$ cat src/rtl/gvsp_pkg.sv
// Shared definitions for the GVSP transmit path.
//   arb_state_e     : packet arbiter state (IDLE / PASS / GAP)
//   PRIORITY_RR     : round-robin arbitration between the two sources
//   PRIORITY_FIXED  : source 0 wins every tie
package gvsp_pkg;

    typedef enum logic [1:0] {
        ST_IDLE = 2'd0,
        ST_PASS = 2'd1,
        ST_GAP  = 2'd2
    } arb_state_e;

    localparam int PRIORITY_RR    = 0;
    localparam int PRIORITY_FIXED = 1;

endpackage

$ cat src/rtl/axis_skid_buffer.sv
// Two-entry AXI-Stream skid buffer with registered outputs.
// Ports:
//   aclk, aresetn      clock, asynchronous active-low reset
//   s_data_i/s_valid_i upstream beat
//   s_ready_o          upstream ready; registered "not full" (fewer than 2 entries)
//   m_data_o/m_valid_o downstream beat (registered, held while stalled)
//   m_ready_i          downstream ready
// One beat of latency from accepted input to m_valid_o; one beat per cycle
// while m_ready_i stays high.
module axis_skid_buffer #(
    parameter int WIDTH = 9
) (
    input  logic             aclk,
    input  logic             aresetn,
    input  logic [WIDTH-1:0] s_data_i,
    input  logic             s_valid_i,
    output logic             s_ready_o,
    output logic [WIDTH-1:0] m_data_o,
    output logic             m_valid_o,
    input  logic             m_ready_i
);

    logic [WIDTH-1:0] out_data_q;
    logic [WIDTH-1:0] skid_data_q;
    logic             out_valid_q;
    logic             skid_valid_q;
    logic             push;

    // The skid slot only fills while the output slot is stalled, so a full
    // buffer is exactly "skid slot occupied".
    assign s_ready_o = !skid_valid_q;
    assign push      = s_valid_i && !skid_valid_q;

    always_ff @(posedge aclk or negedge aresetn) begin
        if (!aresetn) begin
            // NOTE: the data registers are reset as well, not only the valid
            // flags, so the merged tdata reads as zero straight out of reset.
            out_data_q   <= '0;
            skid_data_q  <= '0;
            out_valid_q  <= 1'b0;
            skid_valid_q <= 1'b0;
        end else begin
            // NOTE: all state here is updated with non-blocking assignments so
            // every branch sees the pre-edge values of both slots.
            if (!out_valid_q || m_ready_i) begin
                if (skid_valid_q) begin
                    out_data_q   <= skid_data_q;
                    out_valid_q  <= 1'b1;
                    skid_valid_q <= 1'b0;
                end else begin
                    out_valid_q <= push;
                    if (push) begin
                        out_data_q <= s_data_i;
                    end
                end
            end else if (push) begin
                skid_data_q  <= s_data_i;
                skid_valid_q <= 1'b1;
            end
        end
    end

    assign m_data_o  = out_data_q;
    assign m_valid_o = out_valid_q;

endmodule

$ cat src/rtl/gvsp_tx_arbiter.sv
// Packet-granular arbiter merging two GVSP packet sources onto one stream.
// Ports:
//   aclk, aresetn          clock, asynchronous active-low reset
//   enable                 0 blocks new grants; a packet in flight completes
//   err_clear              clears stall_err (a same-cycle set wins)
//   s0_* / s1_*            AXI-Stream sources (s0 image, s1 event/resend/control)
//   m_*                    merged AXI-Stream output (registered)
//   grant                  one-hot current owner, 2'b00 when none
//   busy                   arbiter not idle or output buffer non-empty
//   pkt_cnt0 / pkt_cnt1    wrapping per-source packet counters
//   stall_err              sticky mid-packet stall watchdog flag
module gvsp_tx_arbiter
    import gvsp_pkg::*;
#(
    parameter int DATA_BITS      = 8,
    parameter int IFG_CYCLES     = 12,
    parameter int PRIORITY_MODE  = 0,
    parameter int TIMEOUT_CYCLES = 4096
) (
    input  logic                 aclk,
    input  logic                 aresetn,
    input  logic                 enable,
    input  logic                 err_clear,
    input  logic [DATA_BITS-1:0] s0_tdata,
    input  logic                 s0_tvalid,
    input  logic                 s0_tlast,
    output logic                 s0_tready,
    input  logic [DATA_BITS-1:0] s1_tdata,
    input  logic                 s1_tvalid,
    input  logic                 s1_tlast,
    output logic                 s1_tready,
    output logic [DATA_BITS-1:0] m_tdata,
    output logic                 m_tvalid,
    output logic                 m_tlast,
    input  logic                 m_tready,
    output logic [1:0]           grant,
    output logic                 busy,
    output logic [15:0]          pkt_cnt0,
    output logic [15:0]          pkt_cnt1,
    output logic                 stall_err
);

    localparam int GAP_W = (IFG_CYCLES > 1) ? $clog2(IFG_CYCLES) : 1;
    localparam int WD_W  = $clog2(TIMEOUT_CYCLES + 1);

    arb_state_e           state_q, state_d;
    logic [1:0]           grant_q;
    logic                 last_grant_q;   // 1 = s1 owned the previous packet
    logic [GAP_W-1:0]     gap_cnt_q;
    logic [WD_W-1:0]      wd_cnt_q;
    logic [15:0]          pkt_cnt0_q, pkt_cnt1_q;
    logic                 stall_err_q;

    logic                 sel_valid, sel_last;
    logic [DATA_BITS-1:0] sel_data;
    logic                 buf_ready;
    logic                 buf_valid;
    logic [DATA_BITS:0]   buf_data;
    logic                 beat, end_pkt, start, pick_s1, wd_hit;

    // Input mux driven by the registered grant; nothing is selected when idle.
    always_comb begin
        // NOTE: every comb output gets a default first so no path infers a latch.
        sel_valid = 1'b0;
        sel_last  = 1'b0;
        sel_data  = '0;
        if (grant_q[1]) begin
            sel_valid = s1_tvalid;
            sel_last  = s1_tlast;
            sel_data  = s1_tdata;
        end else if (grant_q[0]) begin
            sel_valid = s0_tvalid;
            sel_last  = s0_tlast;
            sel_data  = s0_tdata;
        end
    end

    assign beat    = sel_valid && buf_ready;
    assign end_pkt = beat && sel_last;
    assign start   = (state_q == ST_IDLE) && enable && (s0_tvalid || s1_tvalid);

    // Winner of an IDLE-cycle request; on a round-robin tie the source that
    // did not own the previous packet goes first.
    always_comb begin
        pick_s1 = 1'b0;
        if (PRIORITY_MODE == PRIORITY_FIXED) begin
            pick_s1 = !s0_tvalid;
        end else if (s0_tvalid && s1_tvalid) begin
            pick_s1 = !last_grant_q;
        end else begin
            pick_s1 = s1_tvalid;
        end
    end

    // FSM: state register
    always_ff @(posedge aclk or negedge aresetn) begin
        if (!aresetn) begin
            state_q <= ST_IDLE;
        end else begin
            state_q <= state_d;
        end
    end

    // FSM: next state
    always_comb begin
        state_d = state_q;
        unique case (state_q)
            ST_IDLE: if (start) state_d = ST_PASS;
            ST_PASS: if (end_pkt) state_d = (IFG_CYCLES > 0) ? ST_GAP : ST_IDLE;
            ST_GAP:  if (gap_cnt_q == '0) state_d = ST_IDLE;
            default: state_d = ST_IDLE;
        endcase
    end

    // FSM: outputs; only the owner sees ready, gated by buffer space.
    always_comb begin
        s0_tready = grant_q[0] && buf_ready;
        s1_tready = grant_q[1] && buf_ready;
        busy      = (state_q != ST_IDLE) || buf_valid;
    end

    // Grant ownership, inter-packet gap and packet counters.
    always_ff @(posedge aclk or negedge aresetn) begin
        if (!aresetn) begin
            grant_q      <= 2'b00;
            last_grant_q <= 1'b1;
            gap_cnt_q    <= '0;
            pkt_cnt0_q   <= '0;
            pkt_cnt1_q   <= '0;
        end else begin
            if (start) begin
                grant_q <= pick_s1 ? 2'b10 : 2'b01;
            end else if (end_pkt) begin
                grant_q      <= 2'b00;
                last_grant_q <= grant_q[1];
                gap_cnt_q    <= GAP_W'(IFG_CYCLES - 1);
                if (grant_q[1]) pkt_cnt1_q <= pkt_cnt1_q + 16'd1;
                else            pkt_cnt0_q <= pkt_cnt0_q + 16'd1;
            end else if (state_q == ST_GAP && gap_cnt_q != '0) begin
                gap_cnt_q <= gap_cnt_q - 1'b1;
            end
        end
    end

    // Watchdog counts only source starvation (owner tvalid low); a beat held
    // off by downstream backpressure leaves the count untouched.
    assign wd_hit = (state_q == ST_PASS) && !sel_valid &&
                    (wd_cnt_q == WD_W'(TIMEOUT_CYCLES - 1));

    always_ff @(posedge aclk or negedge aresetn) begin
        if (!aresetn) begin
            wd_cnt_q    <= '0;
            stall_err_q <= 1'b0;
        end else begin
            if (state_q != ST_PASS || beat) begin
                wd_cnt_q <= '0;
            end else if (!sel_valid && wd_cnt_q != WD_W'(TIMEOUT_CYCLES)) begin
                wd_cnt_q <= wd_cnt_q + 1'b1;
            end
            if (wd_hit) begin
                stall_err_q <= 1'b1;
            end else if (err_clear) begin
                stall_err_q <= 1'b0;
            end
        end
    end

    axis_skid_buffer #(
        .WIDTH (DATA_BITS + 1)
    ) u_skid (
        .aclk      (aclk),
        .aresetn   (aresetn),
        .s_data_i  ({sel_last, sel_data}),
        .s_valid_i (sel_valid),
        .s_ready_o (buf_ready),
        .m_data_o  (buf_data),
        .m_valid_o (buf_valid),
        .m_ready_i (m_tready)
    );

    assign m_tdata   = buf_data[DATA_BITS-1:0];
    assign m_tlast   = buf_data[DATA_BITS];
    assign m_tvalid  = buf_valid;
    assign grant     = grant_q;
    assign pkt_cnt0  = pkt_cnt0_q;
    assign pkt_cnt1  = pkt_cnt1_q;
    assign stall_err = stall_err_q;

endmodule

$ cat config.mk
export PLATFORM = sky130hd
export DESIGN_NAME = gvsp_tx_arbiter
export DESIGN_NICKNAME = d
export VERILOG_FILES = /design/src/rtl/gvsp_pkg.sv /design/src/rtl/axis_skid_buffer.sv /design/src/rtl/gvsp_tx_arbiter.sv
export SDC_FILE = /design/constraint.sdc
export NUM_CORES = 1
export LEC_CHECK = 0
export BUFFER_PORTS_ARGS = -buffer_cell sky130_fd_sc_hd__buf_2
export CAP_MARGIN = 20
export CORE_MARGIN = 5
export CORE_UTILIZATION = 57
export CTS_BUF_LIST = sky130_fd_sc_hd__clkbuf_2 sky130_fd_sc_hd__clkbuf_4 sky130_fd_sc_hd__clkbuf_8
export CTS_CLUSTER_SIZE = 8
export DETAILED_ROUTE_END_ITERATION = 6
export GPL_TIMING_DRIVEN = 0
export PLACE_DENSITY = 0.91
export SYNTH_ARGS = -nofsm -noshare
export SYNTH_HDL_FRONTEND = slang
export SYNTH_SLANG_ARGS = --single-unit
$ cat constraint.sdc
create_clock -name aclk -period 2 [get_ports aclk]
set_input_delay 0.3 -clock aclk [delete_from_list [all_inputs] [get_ports aclk]]
set_output_delay 0.3 -clock aclk [all_outputs]
set_load 0.01 [all_outputs]
==> impl_results.md <==
- Status: finished clean
- Via/cell ratio: 6.07
- DP HPWL: 6660 um
- Ratio of cells with drive above 1 in the final layout: 24.9%
- Antenna Cells: 0
- Hold slack: 0.224 ns
- Clk buf depth: 2
- Core ar.: 6420 um2
- Critical path class: register to register
- Worst-Margin Slew: 0.864 ns
- Sw Share: 37.1%
- Worst EP arrival: 2.20 ns
- Post-layout minimum cycle time: 1.94 ns
- Syn avg cell area: 10.3 um2
- Startpoint types: register
- Syn_nets: 398
- Clock sink count: 75
- Clock root buffer master: clkbuf_8
- Global Route Usage Sum: 22.9%
- # rows: 29
- Crit share post-route: 96.8%
- P per Cell Area: 1040 nW/um2
- Async SR Flop Fraction: 100%
- Clk slew on worst S/H paths: 0.07 ns
- Logic pwr share: 33.0%
- Critical Path RT: 2.26 ns
- CP max stage cell: or4_1
- Type of element capturing the critical path: register
- Final hold vios: 0
- Initial DRC Count: 239
- Overall Power: 0.00468 W
- DRC: 0
- Peak Freq: 516 MHz
- Die Wd: 91.7 um
- Largest net degree at the start of global routing: 41
- Distinct cells, synth: 57
- RePlAce Congestion: 0.884
- Placed instance area: 4290 um2
- Drt first pass iters: 4
- Fin area: 4500 um2
- Most frequent cells in the layout: 75 x buf_2, 71 x dfrtp_1, 30 x nand2_1
- Pre-CTS WS: -0.0218 ns
- Area occupied by multi-input gates: 1820 um2
- Commonest non-fill, non-tap cell in the layout: buf_2
- Leak: 2.16 nW
- Initial core utilization: 59.3%
- CP max FO: 8
- Fill count: 488
- Register area: 1880 um2
- Hold Path Class: input pin to register
- Syn-to-layout area delta: 18.2%
- Maximum vdd ir drop: 812 uV
- Htree depth: 3
- Port Buf Inserts: 72
- Routed Antenna Nets: 0
- Initial antenna violation count: 0
- Unrepaired setup endpoints after global routing: yes
- Clock skew after layout: 0.00776 ns
- Die Y: 91.7 um
- Vias in the first global route: 3226
- Total number of vias: 3240
- NetSw: 0.00174 W
- Die area: 8410 um2
- Clk_lat worst skew: 0.35 ns
- Worst setup margin: 0.0631 ns
- First-pass GRT wire length: 15600 um
- Critical path cell sequence: inv_1 > ha_1 > nor4b_2 > and3_1 > clkbuf_1 > or4_1 > a21oi_1
- CTS Buf Count: 9
- Post-synth EDFFs: 0
- Slew Viols, Final: 0
- Finish-stage setup viols: 0
- #FFs+latches synth: 75
- Max-cap check violation count: 0
- Cells after synthesis: 368
- Fin util: 70.1%
- Seq/Total Area, Yosys: 49.3%
- Yosys warns: 0
- Clk pwr share: 22.5%
- Seq pwr share: 44.5%
- Wire per inst: 17.3 um
- Grt ovf: 0
- Ys flop type: dfrtp_1
- CP max stage delay: 0.49 ns
- Rel. slew slack: 41.5%
- I/O pin cnt: 73
- Synthesized area: 3810 um2
- Nets: 483
- CTS tree: done
- Final wirelength: 9240 um
- Cell internal pwr: 0.00294 W
## state kept, by name, summed over array words and instances, names as in the netlist
signal / flops
pkt_cnt0: 16
state_q: 2
wd_cnt_q: 13
last_grant_q: 1
pkt_cnt1: 16
u_skid.m_data_o: 9
grant: 2
u_skid.skid_data_q: 9
u_skid.m_valid_o: 1
gap_cnt_q: 4
stall_err: 1
u_skid.skid_valid_q: 1
## logic make-up after synthesis
logic type | Yosys count | share of synthesized area (%)
AO/OA/AOI/OAI | 65 | 11.0
buffers and inverters | 27 | 3.22
flip-flops | 75 | 49.3
AND/OR/NAND/NOR | 150 | 23.5
multiplexers | 12 | 3.48
XOR/XNOR | 34 | 7.82
adder cells (fa/ha/maj) | 5 | 1.64
## cells in the mapped netlist, types with 2 or more instances
| library cell | instances | area (um2) |
|---|---|---|
| and2_1 | 6 | 37.5 |
| a21oi_1 | 19 | 95.1 |
| and4_1 | 6 | 52.6 |
| xor2_1 | 12 | 105 |
| nor2b_1 | 4 | 25.0 |
| nor4_4 | 2 | 42.5 |
| nand3b_1 | 3 | 22.5 |
| nor4_1 | 6 | 37.5 |
| buf_2 | 5 | 25.0 |
| clkbuf_1 | 8 | 30.0 |
| or3_1 | 2 | 12.5 |
| a211oi_1 | 4 | 30.0 |
| and3_1 | 5 | 31.3 |
| dfrtp_1 | 74 | 1850 |
| nand2_1 | 30 | 113 |
| ha_1 | 5 | 62.6 |
| nand2b_1 | 3 | 18.8 |
| mux2_1 | 9 | 101 |
| nand3_1 | 15 | 75.1 |
| inv_1 | 12 | 45.0 |
| nand4b_1 | 3 | 26.3 |
| nor4b_1 | 3 | 26.3 |
| o31ai_1 | 4 | 30.0 |
| xnor2_1 | 22 | 193 |
| mux2i_1 | 2 | 20.0 |
| buf_6 | 2 | 22.5 |
| a21o_1 | 2 | 15.0 |
| nor3_1 | 7 | 35.0 |
| and3b_1 | 3 | 26.3 |
| o21ai_0 | 16 | 80.1 |
| or4_1 | 5 | 37.5 |
| nor2_1 | 19 | 71.3 |
| nand4_1 | 20 | 125 |
| a22oi_1 | 7 | 52.6 |
## through the flow
stage          TNS [ns]  cells
6_report              0    534
5_1_grt         -0.0418    534
4_1_cts               0    534
3_5_place_dp    -0.0218    518
3_3_place_gp          0    517
2_1_floorplan         0    368
## repair_timing
action / in CTS / in global routing
buffers inserted: 0 / 0
endpoints found under the setup margin: 2 / 18
resized for setup: 3 / 6
hold buffers: 1 / 0
hold endpoints to repair: 34 / 0
## worst max-delay path, delay by kind of cell (launching register included)
kind | cells | cell delay [ns]
and+or+nand+nor | 3 | 0.82
DFF | 1 | 0.42
buffers and inverters | 2 | 0.25
adders and majority gates | 1 | 0.19
AOI/OAI and AO/OA | 1 | 0.17
## routing by layer
layer	vias to the layer above	part of all wire [%]	global-route usage [%]
li1	1513	-	-
met1	1590	44	32.2
met2	119	48	35.0
met3	18	5.8	4.83
met4	0	2.0	9.03
met5	-	0	0
## path summary, 6_finish.rpt
kind,end,startpoint,slack [ns],cells after the start
min in group asynchronous,u_skid.m_data_o[2]$_DFFE_PN0P_,aresetn,0.46,2
worst min-delay path,stall_err$_DFFE_PN0P_,err_clear,0.22,3
worst max register to register,wd_cnt_q[5]$_DFFE_PN0P_,wd_cnt_q[0]$_DFFE_PN0P_,0.06,7
max in group asynchronous,wd_cnt_q[0]$_DFFE_PN0P_,aresetn,0.96,3
worst min register to register,pkt_cnt1[15]$_DFFE_PN0P_,pkt_cnt1[15]$_DFFE_PN0P_,0.46,1
worst max-delay path,wd_cnt_q[5]$_DFFE_PN0P_,wd_cnt_q[0]$_DFFE_PN0P_,0.06,7
## layout make-up
class / instances / area share (%)
buffer: 15 / 1.86
inverter: 12 / 1.00
clock inverter: 4 / 0.584
tap: 77 / 2.14
sequential: 75 / 41.8
clock buffer: 11 / 3.36
multi-input combinational: 266 / 40.5
timing repair buffer: 74 / 8.73
## power groups by stage
| stage | sequential (W) | combinational, W | clock (W) |
|---|---|---|---|
| 6_report | 0.00208 | 0.00154 | 0.00105 |
| 5_1_grt | 0.00213 | 0.00173 | 0.00113 |
| 4_1_cts | 0.00207 | 0.00153 | 0.00106 |
| 3_5_place_dp | 0.00210 | 0.00151 | 0 |
| 3_3_place_gp | 0.00208 | 0.00145 | 0 |
| 2_1_floorplan | 0.00211 | 0.000955 | 0 |
(Power assumes the default switching activity.)
